[src/rtl/lock_code_writer.sv]
// Password-programming front end for the switch/button lock: prove the current
// code, enter and confirm a new one, then commit it to passw.
module lock_code_writer #(
    parameter logic [3:0] DEFAULT_CODE   = 4'b1001,
    parameter int         MAX_TRIES      = 3,
    parameter int         TIMEOUT_CYCLES = 100_000_000
) (
    input  logic       clk_i,
    input  logic       reset_i,
    input  logic       prog_i,
    input  logic       enter_i,
    input  logic       oops_i,
    input  logic [3:0] login_i,
    output logic [3:0] passw_o,
    output logic [3:0] led_o,
    output logic       busy_o
);

    localparam int            TW           = $clog2(TIMEOUT_CYCLES);
    localparam logic [TW-1:0] TIMEOUT_LAST = TW'(TIMEOUT_CYCLES - 1);

    typedef enum logic [2:0] {
        IDLE,
        VERIFY,
        NEW1,
        NEW2,
        DONE,
        FAIL
    } state_t;

    // Button vectors are ordered {prog, enter, oops}.
    logic [2:0]    btnMeta_q, btnSync_q, btnPrev_q, btnPulse_q;
    logic [3:0]    loginMeta_q, loginSync_q;

    state_t        state_q, state_d;
    logic [1:0]    tries_q, tries_d;
    logic [1:0]    triesInc;
    logic [3:0]    candidate_q, candidate_d;
    logic [3:0]    passw_q, passw_d;
    logic [3:0]    led_q, led_d;
    logic [TW-1:0] timer_q, timer_d;

    logic          progPulse, enterPulse, oopsPulse;
    logic          enterAccepted;
    logic          timeout;

    always_ff @(posedge clk_i or posedge reset_i) begin
        if (reset_i) begin
            btnMeta_q   <= '0;
            btnSync_q   <= '0;
            btnPrev_q   <= '0;
            btnPulse_q  <= '0;
            loginMeta_q <= '0;
            loginSync_q <= '0;
        end else begin
            btnMeta_q   <= {prog_i, enter_i, oops_i};
            btnSync_q   <= btnMeta_q;
            btnPrev_q   <= btnSync_q;
            btnPulse_q  <= btnSync_q & ~btnPrev_q;
            loginMeta_q <= login_i;
            loginSync_q <= loginMeta_q;
        end
    end

    assign progPulse  = btnPulse_q[2];
    assign enterPulse = btnPulse_q[1];
    assign oopsPulse  = btnPulse_q[0];

    assign timeout  = (state_q != IDLE) && (timer_q == TIMEOUT_LAST);
    assign triesInc = (tries_q == 2'b11) ? tries_q : tries_q + 2'd1;

    // Timeout beats any pulse; oops beats enter in the states it can cancel.
    always_comb begin
        state_d       = state_q;
        tries_d       = tries_q;
        candidate_d   = candidate_q;
        passw_d       = passw_q;
        enterAccepted = 1'b0;

        if (timeout) begin
            state_d = IDLE;
        end else begin
            case (state_q)
                IDLE: begin
                    if (progPulse) begin
                        state_d = VERIFY;
                        tries_d = 2'd0;
                    end
                end
                VERIFY: begin
                    if (oopsPulse) begin
                        state_d = IDLE;
                    end else if (enterPulse) begin
                        enterAccepted = 1'b1;
                        if (loginSync_q == passw_q) begin
                            state_d = NEW1;
                        end else begin
                            tries_d = triesInc;
                            if (int'(triesInc) >= MAX_TRIES) begin
                                state_d = FAIL;
                            end
                        end
                    end
                end
                NEW1: begin
                    if (oopsPulse) begin
                        state_d = IDLE;
                    end else if (enterPulse) begin
                        enterAccepted = 1'b1;
                        candidate_d   = loginSync_q;
                        state_d       = NEW2;
                    end
                end
                NEW2: begin
                    if (oopsPulse) begin
                        state_d = IDLE;
                    end else if (enterPulse) begin
                        enterAccepted = 1'b1;
                        if (loginSync_q == candidate_q) begin
                            passw_d = candidate_q;
                            state_d = DONE;
                        end else begin
                            candidate_d = 4'd0;
                            state_d     = NEW1;
                        end
                    end
                end
                DONE: begin
                    if (oopsPulse) begin
                        state_d = IDLE;
                    end
                end
                FAIL: begin
                    state_d = FAIL;
                end
                default: begin
                    state_d = IDLE;
                end
            endcase
        end
    end

    // Inactivity timer only runs while a session is open.
    always_comb begin
        timer_d = timer_q + TW'(1);
        if ((state_q == IDLE) || (state_d != state_q) || enterAccepted) begin
            timer_d = '0;
        end
    end

    always_comb begin
        led_d = 4'b0000;
        case (state_d)
            IDLE:    led_d = 4'b0000;
            VERIFY:  led_d = 4'b0001;
            NEW1:    led_d = 4'b0010;
            NEW2:    led_d = 4'b0100;
            DONE:    led_d = 4'b0110;
            FAIL:    led_d = 4'b1100;
            default: led_d = 4'b0000;
        endcase
    end

    always_ff @(posedge clk_i or posedge reset_i) begin
        if (reset_i) begin
            state_q     <= IDLE;
            tries_q     <= 2'd0;
            candidate_q <= 4'd0;
            passw_q     <= DEFAULT_CODE;
            led_q       <= 4'b0000;
            timer_q     <= '0;
        end else begin
            state_q     <= state_d;
            tries_q     <= tries_d;
            candidate_q <= candidate_d;
            passw_q     <= passw_d;
            led_q       <= led_d;
            timer_q     <= timer_d;
        end
    end

    assign passw_o = passw_q;
    assign led_o   = led_q;
    assign busy_o  = (state_q != IDLE);

endmodule

[config.mk]
export PLATFORM = sky130hd
export DESIGN_NAME = lock_code_writer
export DESIGN_NICKNAME = d
export VERILOG_FILES = /design/src/rtl/lock_code_writer.sv
export SDC_FILE = /design/constraint.sdc
export NUM_CORES = 1
export LEC_CHECK = 0
export ABC_AREA = 0
export BUFFER_PORTS_ARGS = -buffer_cell sky130_fd_sc_hd__buf_2
export CORE_UTILIZATION = 50
export CTS_BUF_LIST = sky130_fd_sc_hd__clkbuf_4
export CTS_CLUSTER_SIZE = 28
export DETAILED_ROUTE_END_ITERATION = 10
export MAX_ROUTING_LAYER = met4
export PLACE_DENSITY = 0.68
export SYNTH_ARGS = -nofsm -noshare
export SYNTH_HDL_FRONTEND = slang
export SYNTH_SLANG_ARGS = --single-unit
[constraint.sdc]
create_clock -name clk_i -period 6.2 [get_ports clk_i]
set_input_delay 0.31 -clock clk_i [delete_from_list [all_inputs] [get_ports clk_i]]
set_output_delay 0.31 -clock clk_i [all_outputs]
set_load 0.1 [all_outputs]
# Word level (Yosys, flattened, before mapping)
# Index checks and enable logic that the tools add are counted.
# word_totals
elab_cells	85
regBits	64
inputBits	9
# op_classes
n_eq_ne	24
n_lt_le_gt_ge	1
bitwise_logic	4
muxes	31
reduce_logical	11
addsub	2
# ops
op	count
3-bit 2-to-1 mux	12
27-bit by 1-bit adder with 27-bit output, second input constant	1
27-bit == test, second input constant	1
27-bit 2-to-1 mux	1
4-bit 2-to-1 mux	5
4-bit one-hot mux with 5 select lines	1
2-bit != test, second input constant	9
3-bit one-hot mux with 6 select lines	1
3-bit by 2-bit == test with 1-bit output, second input constant	4
3-bit == test, second input constant	4
2-bit 2-to-1 mux	5
4-bit == test	2
4-bit one-hot mux with 2 select lines	1
7-bit AND reduction	1
3-bit by 1-bit == test with 1-bit output, second input constant	2
6-bit AND reduction	1
5-bit AND reduction	1
1-bit 2-to-1 mux	4
2-bit one-hot mux with 2 select lines	1
2-bit nonzero test	2
3-bit bitwise AND	1
3-bit zero test	1
3-bit != test	1
3-bit NOT	1
other kinds (8)	10

# Logic depth before layout (Yosys ltp)
# Gate-level depths: netlist of the first run.
# logic_depth
depth_word	13
ltp_mapped	8

# Worst setup path after synthesis of the first run
# Ideal clock, no wire load.
# synth_timing
path_kind	reg2reg
from	register passw_q[2] (netlist: passw_o[2])
to	register timer_q[17]
t_arrival_ps	2315
t_required_ps	6073
path_slack_ps	3758
path_stages_with_launch	8
synth_period_minus_slack_ps	2442
path_cell_list	dfrtp_1 xnor2_1 nand4_1 a311o_1 and4_4 o22ai_4 buf_6 nor3_2
# synth_between
elab_chain_len	10
# synth_lines
item	line_no	rtl
from (decl)	39	logic [3:0] passw_q, passw_d;
from (signal assigned)	176	passw_q <= passw_d;
4-bit == test	95	if (loginSync_q == passw_q) begin
3-bit 2-to-1 mux	95	
3-bit 2-to-1 mux	93	end else if (enterPulse) begin
3-bit 2-to-1 mux	91	if (oopsPulse) begin
3-bit one-hot mux with 6 select lines	83	case (state_q)
3-bit 2-to-1 mux	80	if (timeout) begin
3-bit != test	146	if ((state_q == IDLE) || (state_d != state_q) || enterAccepted) begin
1-bit logical OR (2 in a row)	146	
27-bit 2-to-1 mux	146	
via timer_d[17]	41	logic [TW-1:0] timer_q, timer_d;
to (signal assigned)	178	timer_q <= timer_d;
to (decl)	41	
# The timed path passes the listed nets, and every way through them passes these cells.
# A chain may end at the register's enable or synchronous reset.

# Worst setup path in the final report of the first run
# layout_timing
from	register timer_q[0]
to	register timer_q[5]
# layout_between
elab_chain_len	7
# layout_lines
item	line_no
parallel branches: the longest is 6 deep, another holds 27-bit by 1-bit adder with 27-bit output	--
27-bit 2-to-1 mux (*)	146
via timer_d[5]	41
# Mark *: on every way through the listed nets, which the timed path passes.

==> reports/metrics.csv, run 1 <==
stage;metric;value;unit
cells_and_area;relative area change from synthesis to final layout;11.8;%
die;Die H;80.0;µm
power;Design Power;1.33;mW
synth;Post-Synthesis Net Count;278;
die;Die ar.;0.00641;mm²
timing;f_max;382;MHz
routing;routed length per placed instance;14.7;µm
die;floorplan die width;80.0;µm
power;Internal;0.745;mW
timing;Max-slew headroom;30.8;%
power;Gate power share;36.7;%
cells_and_area;leading cell types in the layout, fill and taps excluded;sky130_fd_sc_hd__dfrtp_1 (62), sky130_fd_sc_hd__nor3_2 (22), sky130_fd_sc_hd__xor2_1 (19);
worst_setup_path;startpoint kind of the worst setup timing path;flop;
cells_and_area;fraction of final layout cells sized beyond drive strength 1;24.3;%
clocking;Clock transition at path regs;0.11;ns
worst_setup_path;Worst Path Arrival;2.85;ns
worst_setup_path;reg-to-reg critical path startpoint;timer_q[0]$_DFF_PP0_;
synth;combined area of all synthesized cells;0.00305;mm²
placement;Area after DPL;0.00317;mm²
power;Net Sw Frac;44.0;%
cells_and_area;diodes inserted;0;
clocking;TritonCTS sink count;64;
worst_setup_path;cell family contributing the most delay on the critical path;simple AND/OR/NAND/NOR gates;
global_routing;leftover overflow at the end of global routing;0;
worst_setup_path;nature of the critical path endpoint;flop;
clocking;maximum buffer depth of the clock tree;2;
synth;portion of the post-synthesis area used by sequential elements;52.7;%
synth;number of library cell types mapped by synthesis;45;
routing;Detailed Route Iter0 Violations;161;
power;part of the total power dissipated in sequential elements;39.0;%
worst_setup_path;cell-by-cell trace of the critical path;ha_1 > nand4_1 > nor2_2 > nand3_2 > and4_4 > o22ai_4 > nor3_1;
global_routing;number of global-route vias before repair;2033;
synth;leading area contributor after synthesis;sky130_fd_sc_hd__dfrtp_1;
clocking;number of gates resized after cts;0;
cells_and_area;footprint of the multi-input gates;0.00133;mm²
global_routing;antenna violations before repair;0;
routing;total via count after detailed routing;2052;
routing;routed via count divided by cell count;5.46;
timing;Worst Tran Pin Value;1.04;ns
global_routing;Total GRT Usage;20.3;%
synth;synthesized area per cell;11.4;µm²
clocking;cell at the root of the clock tree;sky130_fd_sc_hd__clkbuf_4;
synth;number of enable-type register cells in the synthesized netlist;0;
power;worst vdd rail ir drop;256;µV
worst_setup_path;Crit path largest cell delay;0.74;ns
timing;setup repair after global routing missed its margin;false;
worst_setup_path;buffering stage count on the worst path with inverters included;0;
timing;fin crit share;42.3;%
cells_and_area;post-layout net count;306;
global_routing;wire length of the first global-routing pass;9.36;mm
worst_setup_path;Critical R2R Capture;timer_q[5]$_DFF_PP0_;
placement;final HPWL from detailed placement;3.53;mm
routing;DRC errors left;0;
worst_setup_path;CP Data Required Time;6.43;ns
clocking;Max H-tree Level;3;
timing;setup clock skew after layout;0.0177;ns
timing;total count of max-transition violations in the final report;0;
placement;number of port buffers;17;
clocking;cts bufs inserted;9;
cells_and_area;most common library cell in the layout ignoring fill and taps;sky130_fd_sc_hd__dfrtp_1;
clocking;Clk Latency, worst-skew pair;0.40;ns
job;number of violations of the max-capacitance limit;0;
die;count of boundary I/O pins;18;
worst_setup_path;Register-to-Register Setup Slack;3.58;ns
worst_setup_path;number of cell instances on the worst register-to-register path;7;
cells_and_area;area used by sequential logic in the layout;0.00160;mm²
timing;setup TNS;0;ns
synth;Warnings, synthesis;0;
hold_path;Tightest Hold Check Type;in -> async;
die;initial core utilization;51.7;%
global_routing;maximum number of pins on one net before global-route repair;65;
timing;final critical delay including setup and external delays;2.62;ns
routing;wire length after detailed routing;5.55;mm
synth;async set or reset register ratio after synthesis;100;%
run_status;outcome;finished, final reports clean;
worst_setup_path;Worst Path Class, Setup;reg -> reg;
synth;flop and latch count out of synthesis;64;
worst_setup_path;Max stage delay cell, worst path;sky130_fd_sc_hd__o22ai_4;
cells_and_area;final standard cell utilization of the core;57.8;%
clocking;Post-CTS Repair Setup Buffers;0;
timing;Final Hold Violating Endpoints;0;
power;cell area power density;391;mW/mm²
power;Leak Pwr;1.45;nW
timing;Final Setup Violations;0;
cells_and_area;post-route cell area;0.00340;mm²
synth;area share of the leading cell type in the synthesized netlist;50.9;%
routing;ANT nets after route;0;
synth;Top FF cell, synth;sky130_fd_sc_hd__dfrtp_1;
synth;top cells by area, synth;sky130_fd_sc_hd__dfrtp_1 (51%), sky130_fd_sc_hd__nor3_2 (7.2%), sky130_fd_sc_hd__xor2_1 (5.5%);
placement;Final GP Congestion;0.868;
cells_and_area;number of inserted filler cells in the final layout;512;
die;placeable core area;0.00589;mm²
worst_setup_path;maximum fanout count along the critical path;27;
power;part of the power in the clock network;24.3;%
power;switching power;0.586;mW
clocking;TritonCTS clock tree;done;
routing;First-pass DRT Iterations;4;
die;standard-cell rows;28;
synth;gate count after technology mapping;268;
-- cell families after synthesis --
logic type	count (synthesis)	synth area share [%]
xor+xnor	33	9.49
fa+ha+maj	1	0.411
flops	64	52.7
compound gates	14	3.41
buf+inv	21	3.62
simple gates	126	27.3
mux	9	3.12
-- sequential cells by signal (all words and copies together), names as in the netlist, 4 cells and up --
register     flops
timer_q         27
loginMeta_q      4
candidate_q      4
led_o            4
loginSync_q      4
passw_o          4
-- worst max-delay path by stage --
stage	startpoint	end	depth (start not counted)
floorplan	passw_o[2]$_DFFE_PP0P_	timer_q[17]$_DFF_PP0_	7
global placement	timer_q[0]$_DFF_PP0_	timer_q[5]$_DFF_PP0_	7
detailed placement	timer_q[0]$_DFF_PP0_	timer_q[2]$_DFF_PP0_	7
CTS	timer_q[0]$_DFF_PP0_	timer_q[5]$_DFF_PP0_	7
global route	timer_q[0]$_DFF_PP0_	timer_q[5]$_DFF_PP0_	7
finish	timer_q[0]$_DFF_PP0_	timer_q[5]$_DFF_PP0_	7
-- synth_stat cells (all sizes together) (2+ instances only) --
library cell / instances
dfrtp: 62
nor3: 32
nand2: 19
nand3: 19
xor2: 19
xnor2: 14
inv: 13
nor2: 9
a21oi: 7
and3: 7
nand4: 7
nor4: 7
buf: 6
nor2b: 6
and4: 5
mux2i: 5
mux2: 4
nand3b: 4
a31oi: 3
nand2b: 3
clkbuf: 2
dfstp: 2
or3: 2
-- timing repair --
| action | CTS | global route |
|---|---|---|
| setup endpoints to repair | 0 | 0 |
| hold buffers | 7 | 0 |
| hold endpoints to repair | 7 | 0 |
-- power groups by stage --
stage	combinational [mW]	sequential, mW	clock [mW]
finish	0.488	0.519	0.324
global route	0.527	0.527	0.353
CTS	0.494	0.518	0.332
detailed placement	0.489	0.526	0
global placement	0.485	0.525	0
floorplan	0.378	0.591	0
-- area by class of cell --
class | instances | share of cell area (%)
inverter | 13 | 1.43
timing repair buffer | 25 | 4.78
sequential | 64 | 47.1
multi-input combinational | 183 | 39.1
clock inverter | 7 | 2.79
clock buffer | 9 | 1.99
tap | 75 | 2.76
-- stage by stage --
step           hold slack, ns  instances  setup WS [ns]
3_5_place_dp            0.336        353           3.59
3_3_place_gp            0.332        353           3.66
5_1_grt                 0.179        376           3.38
6_report                0.127        376           3.58
4_1_cts                 0.139        376           3.57
2_1_floorplan           0.331        268           3.76
-- worst min-delay path: stages --
cell                    delay, ns
sky130_fd_sc_hd__buf_2       0.10
sky130_fd_sc_hd__inv_2       0.03
sky130_fd_sc_hd__buf_4       0.60
-- layer usage --
layer / GRT usage [%] / wire length, µm
met1: 25.6 / 2600
met2: 30.6 / 2660
met3: 4.69 / 202
met4: 10.2 / 76
met5: - / 0
No activity file was read; power rests on OpenSTA's default activity.
==> inputs of run 2 (changes only) <==
Settings changed: PLACE_DENSITY 0.68 to 0.7.
Clock period 6.2 ns to 2.3 ns, I/O delays scaled along.
==> reports/metrics.csv, run 2 (synthesized netlist as in run 1, its figures left out) <==
stage;metric;value;unit
die;Die H;80.0;µm
global_routing;antenna violations before repair;0;
clocking;Post-CTS Repair Setup Buffers;0;
timing;setup repair after global routing missed its margin;false;
die;count of boundary I/O pins;18;
power;cell area power density;1080;mW/mm²
timing;fin crit share;93.9;%
hold_path;Tightest Hold Check Type;in -> reg;
cells_and_area;relative area change from synthesis to final layout;15.9;%
hold_path;end point of the most critical hold path;loginMeta_q[2]$_DFF_PP0_;
routing;wire length after detailed routing;5.43;mm
clocking;cts bufs inserted;9;
global_routing;maximum number of pins on one net before global-route repair;65;
cells_and_area;most common library cell in the layout ignoring fill and taps;sky130_fd_sc_hd__dfrtp_1;
clocking;Clock transition at path regs;0.13;ns
cells_and_area;number of flip-flops in the largest register;27;
global_routing;wire length of the first global-routing pass;9.14;mm
clocking;TritonCTS sink count;64;
clocking;Clk Latency, worst-skew pair;0.42;ns
timing;setup clock skew after layout;0.0181;ns
worst_setup_path;Register-to-Register Setup Slack;0.14;ns
clocking;Max H-tree Level;3;
cells_and_area;Top reg by flops;timer_q;
routing;routed length per placed instance;14.1;µm
global_routing;number of global-route vias before repair;1861;
timing;Final Setup Violations;0;
power;Leak Pwr;1.51;nW
hold_path;Cells on Worst Hold Path;2;
worst_setup_path;Worst Path Arrival;2.49;ns
cells_and_area;fraction of final layout cells sized beyond drive strength 1;27.4;%
run_status;outcome;finished, final reports clean;
worst_setup_path;startpoint kind of the worst setup timing path;flop;
worst_setup_path;maximum fanout count along the critical path;13;
timing;Max-slew headroom;47.9;%
placement;number of port buffers;17;
global_routing;leftover overflow at the end of global routing;0;
routing;First-pass DRT Iterations;4;
clocking;cell at the root of the clock tree;sky130_fd_sc_hd__clkbuf_4;
placement;Final GP Congestion;0.784;
routing;routed via count divided by cell count;5.26;
timing;Worst Tran Pin Value;0.782;ns
clocking;TritonCTS clock tree;done;
worst_setup_path;Critical R2R Capture;timer_q[14]$_DFF_PP0_;
worst_setup_path;CP Data Required Time;2.63;ns
die;floorplan die width;80.0;µm
cells_and_area;footprint of the multi-input gates;0.00134;mm²
routing;Detailed Route Iter0 Violations;136;
cells_and_area;area used by sequential logic in the layout;0.00161;mm²
global_routing;Total GRT Usage;19.7;%
worst_setup_path;nature of the critical path endpoint;flop;
die;initial core utilization;51.7;%
timing;setup TNS;0;ns
cells_and_area;leading cell types in the layout, fill and taps excluded;sky130_fd_sc_hd__dfrtp_1 (60), sky130_fd_sc_hd__nor3_2 (22), sky130_fd_sc_hd__xor2_1 (19);
timing;total count of max-transition violations in the final report;0;
timing;final critical delay including setup and external delays;2.16;ns
clocking;maximum buffer depth of the clock tree;2;
power;worst vdd rail ir drop;921;µV
job;number of violations of the max-capacitance limit;0;
worst_setup_path;reg-to-reg critical path startpoint;state_q[0]$_DFF_PP0_;
cells_and_area;post-route cell area;0.00353;mm²
placement;Area after DPL;0.00327;mm²
routing;DRC errors left;0;
routing;total via count after detailed routing;2026;
timing;f_max;463;MHz
cells_and_area;number of inserted filler cells in the final layout;495;
cells_and_area;diodes inserted;0;
die;standard-cell rows;28;
worst_setup_path;crit path launch;state_q[0]$_DFF_PP0_;
cells_and_area;post-layout net count;315;
routing;ANT nets after route;0;
worst_setup_path;Worst Path Class, Setup;reg -> reg;
hold_path;HP Start;login_i[2];
die;Die ar.;0.00641;mm²
timing;Final Hold Violating Endpoints;0;
worst_setup_path;number of cell instances on the worst register-to-register path;7;
placement;final HPWL from detailed placement;3.65;mm
die;placeable core area;0.00589;mm²
## run 2: changes by cell type in the layout (fill, tap and decap cells not counted), sizes merged
cell,before,now
inv,14,15
dlygate4sd3,7,8
clkinvlp,1,0
buf,18,26
## run 2: how the worst max path moves through the flow
stage | to | slack [ns] | cells after the start
finish | timer_q[14]$_DFF_PP0_ | 0.14 | 7
global route | timer_q[17]$_DFF_PP0_ | 0.001 | 8
CTS | timer_q[14]$_DFF_PP0_ | 0.09 | 7
detailed placement | timer_q[14]$_DFF_PP0_ | 0.13 | 7
global placement | timer_q[14]$_DFF_PP0_ | 0.17 | 7
floorplan | timer_q[17]$_DFF_PP0_ | 0.06 | 7
## run 2: critical path: stages, from the launching register on
cell and delay (ns):
sky130_fd_sc_hd__dfrtp_1 0.56, sky130_fd_sc_hd__or3b_1 0.43, sky130_fd_sc_hd__a21oi_1 0.13, sky130_fd_sc_hd__a311o_1 0.21, sky130_fd_sc_hd__and4_4 0.26, sky130_fd_sc_hd__o22ai_4 0.07, sky130_fd_sc_hd__buf_4 0.21, sky130_fd_sc_hd__nor3b_1 0.19
## run 2: area by class of cell
type	instances	area share, %
inverter	13	1.38
clock inverter	7	2.94
multi-input combinational	183	38.1
tap	75	2.66
clock buffer	9	1.91
timing repair buffer	34	7.30
sequential	64	45.7
## run 2: power breakdown
group	internal, mW	switching [mW]	total [mW]
Sequential	1.26	0.134	1.39
Clock	0.453	0.447	0.901
Combinational	0.478	1.05	1.53
Total	2.19	1.63	3.82
## run 2: layer usage
layer,track usage (%),vias to the layer above,share of wire (%)
li1,-,1014,-
met1,28.0,967,52
met2,26.8,35,43
met3,4.80,10,3.1
met4,8.57,0,1.8
met5,-,-,0
## run 2: timing repair
item	in CTS	in global routing
hold buffers	8	0
gates resized for setup	0	2
endpoints found under the setup margin	0	1
hold endpoints to repair	69	0
## run 2: stage by stage
step                setup slack [ns]  hold WS (ns)  util [%]  total power [mW]  std cells
floorplan                     0.0587         0.146         -              2.61        268
global placement               0.167         0.223      55.5              2.91        361
detailed placement             0.126         0.225      55.5              2.93        361
CTS                           0.0884         0.316      59.8              3.84        385
global route                 0.00133         0.298      60.0              4.03        385
finish                         0.141         0.337      60.0              3.82        385
